File: config.mk
export PLATFORM = sky130hd
export DESIGN_NAME = ps_setpoint_capture
export DESIGN_NICKNAME = d
export VERILOG_FILES = /design/src/rtl/ps_setpoint_capture.sv
export SDC_FILE = /design/constraint.sdc
export NUM_CORES = 2
export LEC_CHECK = 0
export BUFFER_PORTS_ARGS = -buffer_cell sky130_fd_sc_hd__buf_2
export CAP_MARGIN = 20
export CORE_MARGIN = 5
export CORE_UTILIZATION = 40
export CTS_BUF_LIST = sky130_fd_sc_hd__clkbuf_16
export DETAILED_ROUTE_END_ITERATION = 12
export GPL_TIMING_DRIVEN = 0
export PLACE_DENSITY_LB_ADDON = 0.3
export SLEW_MARGIN = 5
export SYNTH_ARGS = -nofsm -noshare
export SYNTH_HDL_FRONTEND = slang
export SYNTH_SLANG_ARGS = --single-unit
File: constraint.sdc
create_clock -name clk -period 3.9 [get_ports clk]
set_clock_uncertainty 0.05 [all_clocks]
set_input_delay 0.195 -clock clk [delete_from_list [all_inputs] [get_ports clk]]
set_output_delay 0.195 -clock clk [all_outputs]
set_load 0.02 [all_outputs]
File: src/rtl/ps_setpoint_capture.sv
// Setpoint stream consumer: validates beat framing and commits each complete
// frame atomically into a double-buffered bank readable over the system bus.
//
// state   | meaning
// IDLE    | waiting for channel 0 of a new frame
// RECEIVE | collecting channels 1..RESULT_COUNT-1 into the write bank
// DISCARD | frame overran RESULT_COUNT beats, dropping beats until TLAST
module ps_setpoint_capture #(
    parameter int RESULT_COUNT       = 24,
    parameter int FLOAT_WIDTH        = 32,
    parameter int RESULT_COUNT_WIDTH = (RESULT_COUNT == 1) ? 1 : $clog2(RESULT_COUNT),
    parameter int FRAME_COUNT_WIDTH  = 16,
    parameter int ERROR_COUNT_WIDTH  = 8
) (
    input  logic                          clk,
    input  logic                          reset,
    input  logic                          SETPOINT_TVALID,
    input  logic                          SETPOINT_TLAST,
    input  logic [FLOAT_WIDTH-1:0]        SETPOINT_TDATA,
    input  logic [RESULT_COUNT_WIDTH-1:0] readAddress,
    output logic [FLOAT_WIDTH-1:0]        readData,
    output logic                          frameToggle,
    output logic [FRAME_COUNT_WIDTH-1:0]  frameCount,
    output logic [ERROR_COUNT_WIDTH-1:0]  shortFrameCount,
    output logic [ERROR_COUNT_WIDTH-1:0]  longFrameCount,
    input  logic                          clearErrors,
    output logic                          busy
);

    typedef enum logic [1:0] {IDLE, RECEIVE, DISCARD} state_t;

    localparam int DEPTH = 2 ** RESULT_COUNT_WIDTH;
    localparam logic [RESULT_COUNT_WIDTH-1:0] LAST_IDX = RESULT_COUNT_WIDTH'(RESULT_COUNT - 1);

    state_t                        state;
    logic [RESULT_COUNT_WIDTH-1:0] idx;
    logic                          readBank;
    logic                          bankValid;
    logic [FLOAT_WIDTH-1:0]        bank0 [DEPTH];
    logic [FLOAT_WIDTH-1:0]        bank1 [DEPTH];

    logic                          wr_en;
    logic [RESULT_COUNT_WIDTH-1:0] wr_addr;
    logic                          commit;
    logic                          short_err;
    logic                          long_err;

    always_comb begin
        wr_en     = 1'b0;
        wr_addr   = idx;
        commit    = 1'b0;
        short_err = 1'b0;
        long_err  = 1'b0;
        if (SETPOINT_TVALID) begin
            case (state)
                IDLE: begin
                    wr_en   = 1'b1;
                    wr_addr = '0;
                    if (SETPOINT_TLAST) begin
                        if (RESULT_COUNT == 1) commit = 1'b1;
                        else                   short_err = 1'b1;
                    end
                end
                RECEIVE: begin
                    wr_en = 1'b1;
                    if (SETPOINT_TLAST) begin
                        if (idx == LAST_IDX) commit = 1'b1;
                        else                 short_err = 1'b1;
                    end
                end
                DISCARD: long_err = SETPOINT_TLAST;
                default: ;
            endcase
        end
    end

    always_ff @(posedge clk) begin
        if (reset) begin
            state       <= IDLE;
            idx         <= '0;
            busy        <= 1'b0;
            readBank    <= 1'b0;
            bankValid   <= 1'b0;
            frameToggle <= 1'b0;
            frameCount  <= '0;
        end else begin
            if (commit) begin
                readBank    <= ~readBank;
                bankValid   <= 1'b1;
                frameToggle <= ~frameToggle;
                frameCount  <= frameCount + FRAME_COUNT_WIDTH'(1);
            end
            if (SETPOINT_TVALID) begin
                case (state)
                    IDLE: begin
                        if (!SETPOINT_TLAST) begin
                            idx   <= RESULT_COUNT_WIDTH'(1);
                            state <= RECEIVE;
                            busy  <= 1'b1;
                        end
                    end
                    RECEIVE: begin
                        if (SETPOINT_TLAST) begin
                            idx   <= '0;
                            state <= IDLE;
                            busy  <= 1'b0;
                        end else if (idx == LAST_IDX) begin
                            state <= DISCARD;
                        end else begin
                            idx <= idx + RESULT_COUNT_WIDTH'(1);
                        end
                    end
                    DISCARD: begin
                        if (SETPOINT_TLAST) begin
                            idx   <= '0;
                            state <= IDLE;
                            busy  <= 1'b0;
                        end
                    end
                    default: begin
                        idx   <= '0;
                        state <= IDLE;
                        busy  <= 1'b0;
                    end
                endcase
            end
        end
    end

    // A coincident clear beats the increment so software never misses a zero.
    always_ff @(posedge clk) begin
        if (reset || clearErrors) begin
            shortFrameCount <= '0;
            longFrameCount  <= '0;
        end else begin
            if (short_err && (shortFrameCount != '1))
                shortFrameCount <= shortFrameCount + ERROR_COUNT_WIDTH'(1);
            if (long_err && (longFrameCount != '1))
                longFrameCount <= longFrameCount + ERROR_COUNT_WIDTH'(1);
        end
    end

    // Only the non-committed bank is ever written.
    always_ff @(posedge clk) begin
        if (!reset && wr_en) begin
            if (readBank) bank0[wr_addr] <= SETPOINT_TDATA;
            else          bank1[wr_addr] <= SETPOINT_TDATA;
        end
    end

    always_ff @(posedge clk) begin
        if (reset || !bankValid || (readAddress > LAST_IDX))
            readData <= '0;
        else
            readData <= readBank ? bank1[readAddress] : bank0[readAddress];
    end

endmodule

# After elaboration in Yosys (flattened, before gate mapping)
# Memory sizes are Yosys's and may differ from the RTL's.
# Index checks and enable logic that the tools add are counted.
word_totals:
  regBits: 75
  ram_bits: 2048
  input_bits: 42
  output_inout_bits: 66
  elab_cells: 78
  memories: 2
memory_table:
  columns: ["name", "words", "width", "rd", "rd_clocked_by_memory_dff", "write_ports", "line", "rtl"]
  rows:
  - ["bank0", 32, 32, 1, 0, 1, "39", "logic [FLOAT_WIDTH-1:0] bank0 [DEPTH];"]
  - ["bank1", 32, 32, 1, 0, 1, "40", "logic [FLOAT_WIDTH-1:0] bank1 [DEPTH];"]
classes:
  addsub: 4
  magnitude_cmp: 1
  eq_ne: 10
  mux: 35
  bitwise_logic: 2
  reduce_logical: 14
op_table:
  columns: ["operator", "n"]
  rows:
  - ["32-bit 2-to-1 mux", 1]
  - ["5-bit 2-to-1 mux", 6]
  - ["1-bit 2-to-1 mux", 20]
  - ["16-bit by 1-bit adder with 16-bit output (second input constant)", 1]
  - ["8-bit by 1-bit adder with 8-bit output (second input constant)", 2]
  - ["8-bit inequality test (second input constant)", 2]
  - ["5-bit case mux with 3 select lines", 1]
  - ["2-bit 2-to-1 mux", 4]
  - ["4-bit AND reduction", 2]
  - ["3-bit inequality test (second input constant)", 2]
  - ["2-bit case mux with 3 select lines", 1]
  - ["5-bit by 1-bit adder with 5-bit output (second input constant)", 1]
  - ["5-bit equality test (second input constant)", 1]
  - ["5-bit greater-than comparator (second input constant)", 1]
  - ["2-bit inequality test (second input constant)", 2]
  - ["1-bit case mux with 2 select lines", 2]
  - ["2-bit OR reduction", 2]
  - ["1-bit logical AND", 3]
  - ["1-bit logical OR", 3]
  - ["3-bit AND reduction", 1]
  - ["2-bit by 1-bit equality test with 1-bit output (second input constant)", 1]
  - ["2-bit equality test (second input constant)", 1]
  - ["1-bit zero test", 2]
  - ["2-bit zero test", 1]
  - ["other kinds (2)", 3]

# Logic depth before layout (Yosys ltp)
logic_depth:
  word_depth: 7
  depth_mapped: 10
  mapped_depth_nobuf: 7

# Worst setup path after synthesis
# Ideal clock, no wire load.
synth_timing:
  kind: "reg2reg"
  start: "register idx[4]"
  end: "memory bank1[16][0] (enable)"
  arrival_time_ps: 3758
  path_slack_ps: -376
  path_stages_with_launch: 6
  n_path_buf: 2
  period_less_slack_ps: 4276
  path_cell_list: "dfxtp_1 -> clkbuf_1 -> or3b_2 -> clkbuf_1 -> nand3b_1 -> nor3b_1"
synth_between:
  elab_chain_cells: 2
synth_rtl:
  columns: ["item", "line", "rtl"]
  rows:
  - ["from (decl)", "36", "logic [RESULT_COUNT_WIDTH-1:0] idx;"]
  - ["from (signal assigned)", "110", "idx <= idx + RESULT_COUNT_WIDTH'(1);"]
  - ["5-bit 2-to-1 mux", "55", "case (state)"]
  - ["5-bit 2-to-1 mux (*)", "54", "if (SETPOINT_TVALID) begin"]
  - ["to (decl)", "40", null]
# Every way passes the cells marked *; elsewhere a longest branch is shown, timed or not.

# Worst setup path in the final report
layout_timing:
  start: "register readBank"
  end: "register readData[15]"
layout_between:
  elab_chain_cells: 1
layout_rtl:
  columns: ["item", "line", "rtl"]
  rows:
  - ["from (decl)", "37", "logic readBank;"]
  - ["from (signal assigned)", "88", "readBank <= ~readBank;"]
  - ["32-bit 2-to-1 mux", "155", "readData <= readBank ? bank1[readAddress] : bank0[readAddress];"]
  - ["to (signal assigned)", "155", null]
  - ["to (decl)", "21", "output logic [FLOAT_WIDTH-1:0] readData,"]
# Every way passes these cells.
# A chain may end at the register's enable or synchronous reset.

==> flow_metrics.py <==
metrics = {
    "yosys": {
        "syn_area_per_cell_sq_um": 21.2,
        "synthAdderAreaFrac_pct": 0.120,
        "synth_top_family_by_area": "multiplexers",
        "synthesis.nets": 3503,
        "synth-edff-count": 1824,
        "yosysSeqAreaShare_pct": 76.8,
        "yosys.area_share.simple_pct": 2.28,
        "ys_ff_latch": 1899,
        "synth.mux.area_fraction_pct": 15.7,
        "synthXorXnorAreaFrac_pct": 0.323,
        "ys_types": 59,
        "synth_cells": 3454,
        "synth-compound-area-share_pct": 3.08,
        "synthArstFlopShare_pct": 0,
        "ys_warn_count": 0,
        "synthesis.area_sq_um": 73200,
        "ys.flop_type": "edfxtp_1",
    },
    "sta": {
        "maxSlewViolCount": 0,
        "setup-tns-final_ps": 0,
        "worst_pin_slew_ps": 1220,
        "fmax_mhz": 257,
        "finalSetupViolCount": 0,
        "holdWs_ps": 45.1,
        "hold_viol": 0,
        "max_slew_margin_pct": 18.3,
        "period_needed_ps": 3890,
        "post-route-period-util_pct": 99.7,
    },
    "floorplan": {
        "die_w_microns": 438,
        "core_area_sq_um": 183000,
        "boundaryPins": 108,
        "num_rows": 157,
        "initial_core_util_pct": 40.1,
        "die_y_microns": 438,
        "dieArea_sq_um": 192000,
    },
    "global_route": {
        "grt_remaining_overflow": 0,
        "grt_pass1_vias": 36900,
        "grt_max_degree": 65,
        "antenna_found_initial": 7,
        "grt_pass1_wl_microns": 284000,
        "track_usage_pct": 20.8,
    },
    "cts": {
        "cts.path.max_buffers": 3,
        "cts_buffers": 188,
        "path_clk_slew_ps": 60,
        "cts_tree": "built",
        "ctsRootBufferMaster": "clkbuf_16",
        "clock_latency_ps": 850,
        "htreeDepth": 4,
        "cts_sinks": 1899,
    },
    "critical_path": {
        "crit_required_ps": 4460,
        "cp.arrival_ps": 4440,
        "cp-start-kind": "register",
        "crit_chain": "clkbuf_1, clkbuf_1, o41ai_1, a221oi_1, nor3_1",
        "r2r_cells": 5,
        "r2r_end": "readData[15]",
        "cp-end-kind": "register",
        "r2r-start": "readBank",
        "cpMostUsedCell": "clkbuf_1",
        "r2r_slack_ps": 10,
        "crit_slowest_cell": "a221oi_1",
        "critPathMaxStageDelay_ps": 910,
        "path_class": "reg -> reg",
        "crit_path_max_fanout": 10,
    },
    "layout": {
        "fin_nets": 3979,
        "fillers": 15000,
        "syn_to_final_growth_pct": 17.2,
        "fin_util_pct": 47.0,
        "drive_above_1_share_pct": 27.8,
        "final_area_sq_um": 85900,
    },
    "pwr": {
        "report.power.total_mw": 42.0,
        "power_density_nw_per_um2": 489,
        "vdd_ir_drop_max_uv": 490,
        "p_leak_nw": 27.7,
    },
    "drt": {
        "wirelength_microns": 202000,
        "firstDrtPassIters": 5,
        "post-route-drc-count": 0,
        "wire_per_inst_microns": 31.1,
        "ant_nets": 0,
        "vias": 37400,
        "via_per_inst": 5.78,
        "drt_iter0_markers": 4551,
    },
    "run_status": {
        "outcome": "finished clean",
    },
    "placed_design": {
        "post_dp_cell_area_sq_um": 78900,
        "port_buffers": 103,
        "gp_congestion": 0.845,
        "hpwl_microns": 134000,
    },
    "min_path": {
        "hold_end": "bank0[8][17]",
        "min_from": "SETPOINT_TDATA[17]",
        "whs_path_depth": 1,
        "hold_path.class": "in -> reg",
    },
    "flow_run": {
        "max_cap_viol_count": 0,
    },
}
[layout by cell type, fill, tap and decap left out, types with 53 or more instances in the layout]
cell	netlist	routed
nand2_1	90	90
mux4_2	404	404
mux2i_1	195	195
clkbuf_16	0	188
clkbuf_1	88	88
dfxtp_1	75	75
buf_4	38	91
inv_1	19	66
buf_12	0	63
nor2_1	137	77
buf_2	25	128
edfxtp_1	1824	1824
a21oi_1	53	53
[worst max-delay path by stage]
stage                    end            from
2_1_floorplan   bank0[23][0]        state[0]
3_3_place_gp    bank0[7][13]        state[0]
3_5_place_dp     readData[0]  readAddress[2]
4_1_cts        bank0[19][23]        readBank
5_1_grt        bank1[15][16]        state[0]
6_report        readData[15]        readBank
[registers in the layout (all words and copies together), names as in the netlist]
| name | count |
|---|---|
| busy | 1 |
| state | 2 |
| readBank | 1 |
| longFrameCount | 8 |
| frameToggle | 1 |
| bankValid | 1 |
| shortFrameCount | 8 |
| bank0 | 904 |
| idx | 5 |
| bank1 | 920 |
| readData | 32 |
| frameCount | 16 |
[kinds of logic after synthesis]
group,after synthesis
AOI/OAI and AO/OA,303
xor gates and xnor gates,27
adders and majority gates,7
buffers and inverters,218
DFF,1899
muxes,640
and+or+nand+nor,360
[worst max-delay path: cells and delay by family (launching register included)]
| family | cells | cell delay (ps) |
|---|---|---|
| buffers and inverters | 2 | 1600 |
| AOI/OAI and AO/OA | 2 | 1260 |
| DFF | 1 | 380 |
| and+or+nand+nor | 1 | 360 |
[through the flow]
step           instances  setup WS [ps]
3_5_place_dp        6030           -700
2_1_floorplan       3454           -103
4_1_cts             6420           10.4
3_3_place_gp        5942          -3850
6_report            6476           13.2
5_1_grt             6473          -10.8
[power breakdown]
group / switching, mW / internal, mW / total, mW
sequential: 0.00752 / 22.4 / 22.4
combinational: 1.37 / 0.746 / 2.12
clock: 7.85 / 9.63 / 17.5
total: 9.23 / 32.7 / 42.0
[routing by layer]
metal / part of all wire [%] / track usage [%] / routed length [microns]
met2: 48 / 33.6 / 97000
met3: 7.5 / 3.75 / 15100
met5: 0.0064 / 0 / 13
met1: 41 / 28.8 / 82300
met4: 3.6 / 6.97 / 7220
[cell type report]
type / instances / area, sq um / share of cell area, %
Tap cell: 2385 / 2980 / 3.48
Buffer: 197 / 1110 / 1.29
Timing Repair Buffer: 286 / 3220 / 3.75
Sequential cell: 1899 / 56300 / 65.5
Antenna cell: 4 / 10.0 / 0.0117
Multi-Input combinational cell: 1337 / 16200 / 18.9
Clock buffer: 188 / 4700 / 5.48
Clock inverter: 159 / 1260 / 1.46
Inverter: 21 / 78.8 / 0.0918
[what timing repair did]
action | in CTS | in global routing
endpoints found under the setup margin | 495 | 251
gates resized for setup | 2 | 2
hold buffers | 26 | 6
setup buffers | 17 | 37
endpoints found under the hold margin | 789 | 291
pin swaps | 8 | 12
[Yosys cell counts, types with 4 or more instances]
library cell  count  area, sq um
clkbuf_1         88          330
a221o_1          27          270
a211oi_2         20          250
buf_6            20          225
buf_1            21         78.8
nand2b_1          9         56.3
and3_1            5         31.3
nand3_1          15         75.1
o22ai_1          27          169
nor2_1          137          514
o32ai_1           9         78.8
buf_8             4         60.1
dfxtp_1          75         1500
nor3_1           25          125
a21o_1           13         97.6
xor2_1           12          105
inv_1            19         71.3
nand2_1          90          338
mux2_2           41          462
nor2b_1          19          119
or3_1             7         43.8
buf_4            38          285
o21a_1           10         75.1
nand4b_1          4         35.0
o21ai_0          42          210
mux2i_1         195         1950
a21oi_1          53          265
o211ai_1          6         45.0
a221oi_1         34          298
o41ai_1           7         61.3
xnor2_1          15          131
ha_1              7         87.6
a211oi_1         21          158
nand4_1          14         87.6
edfxtp_1       1824        54800
mux4_2          404         9100
o221ai_1         10         87.6
nor4_1           15         93.8
a22oi_1          13         97.6
buf_2            25          125
No activity file was read; power rests on OpenSTA's default activity.
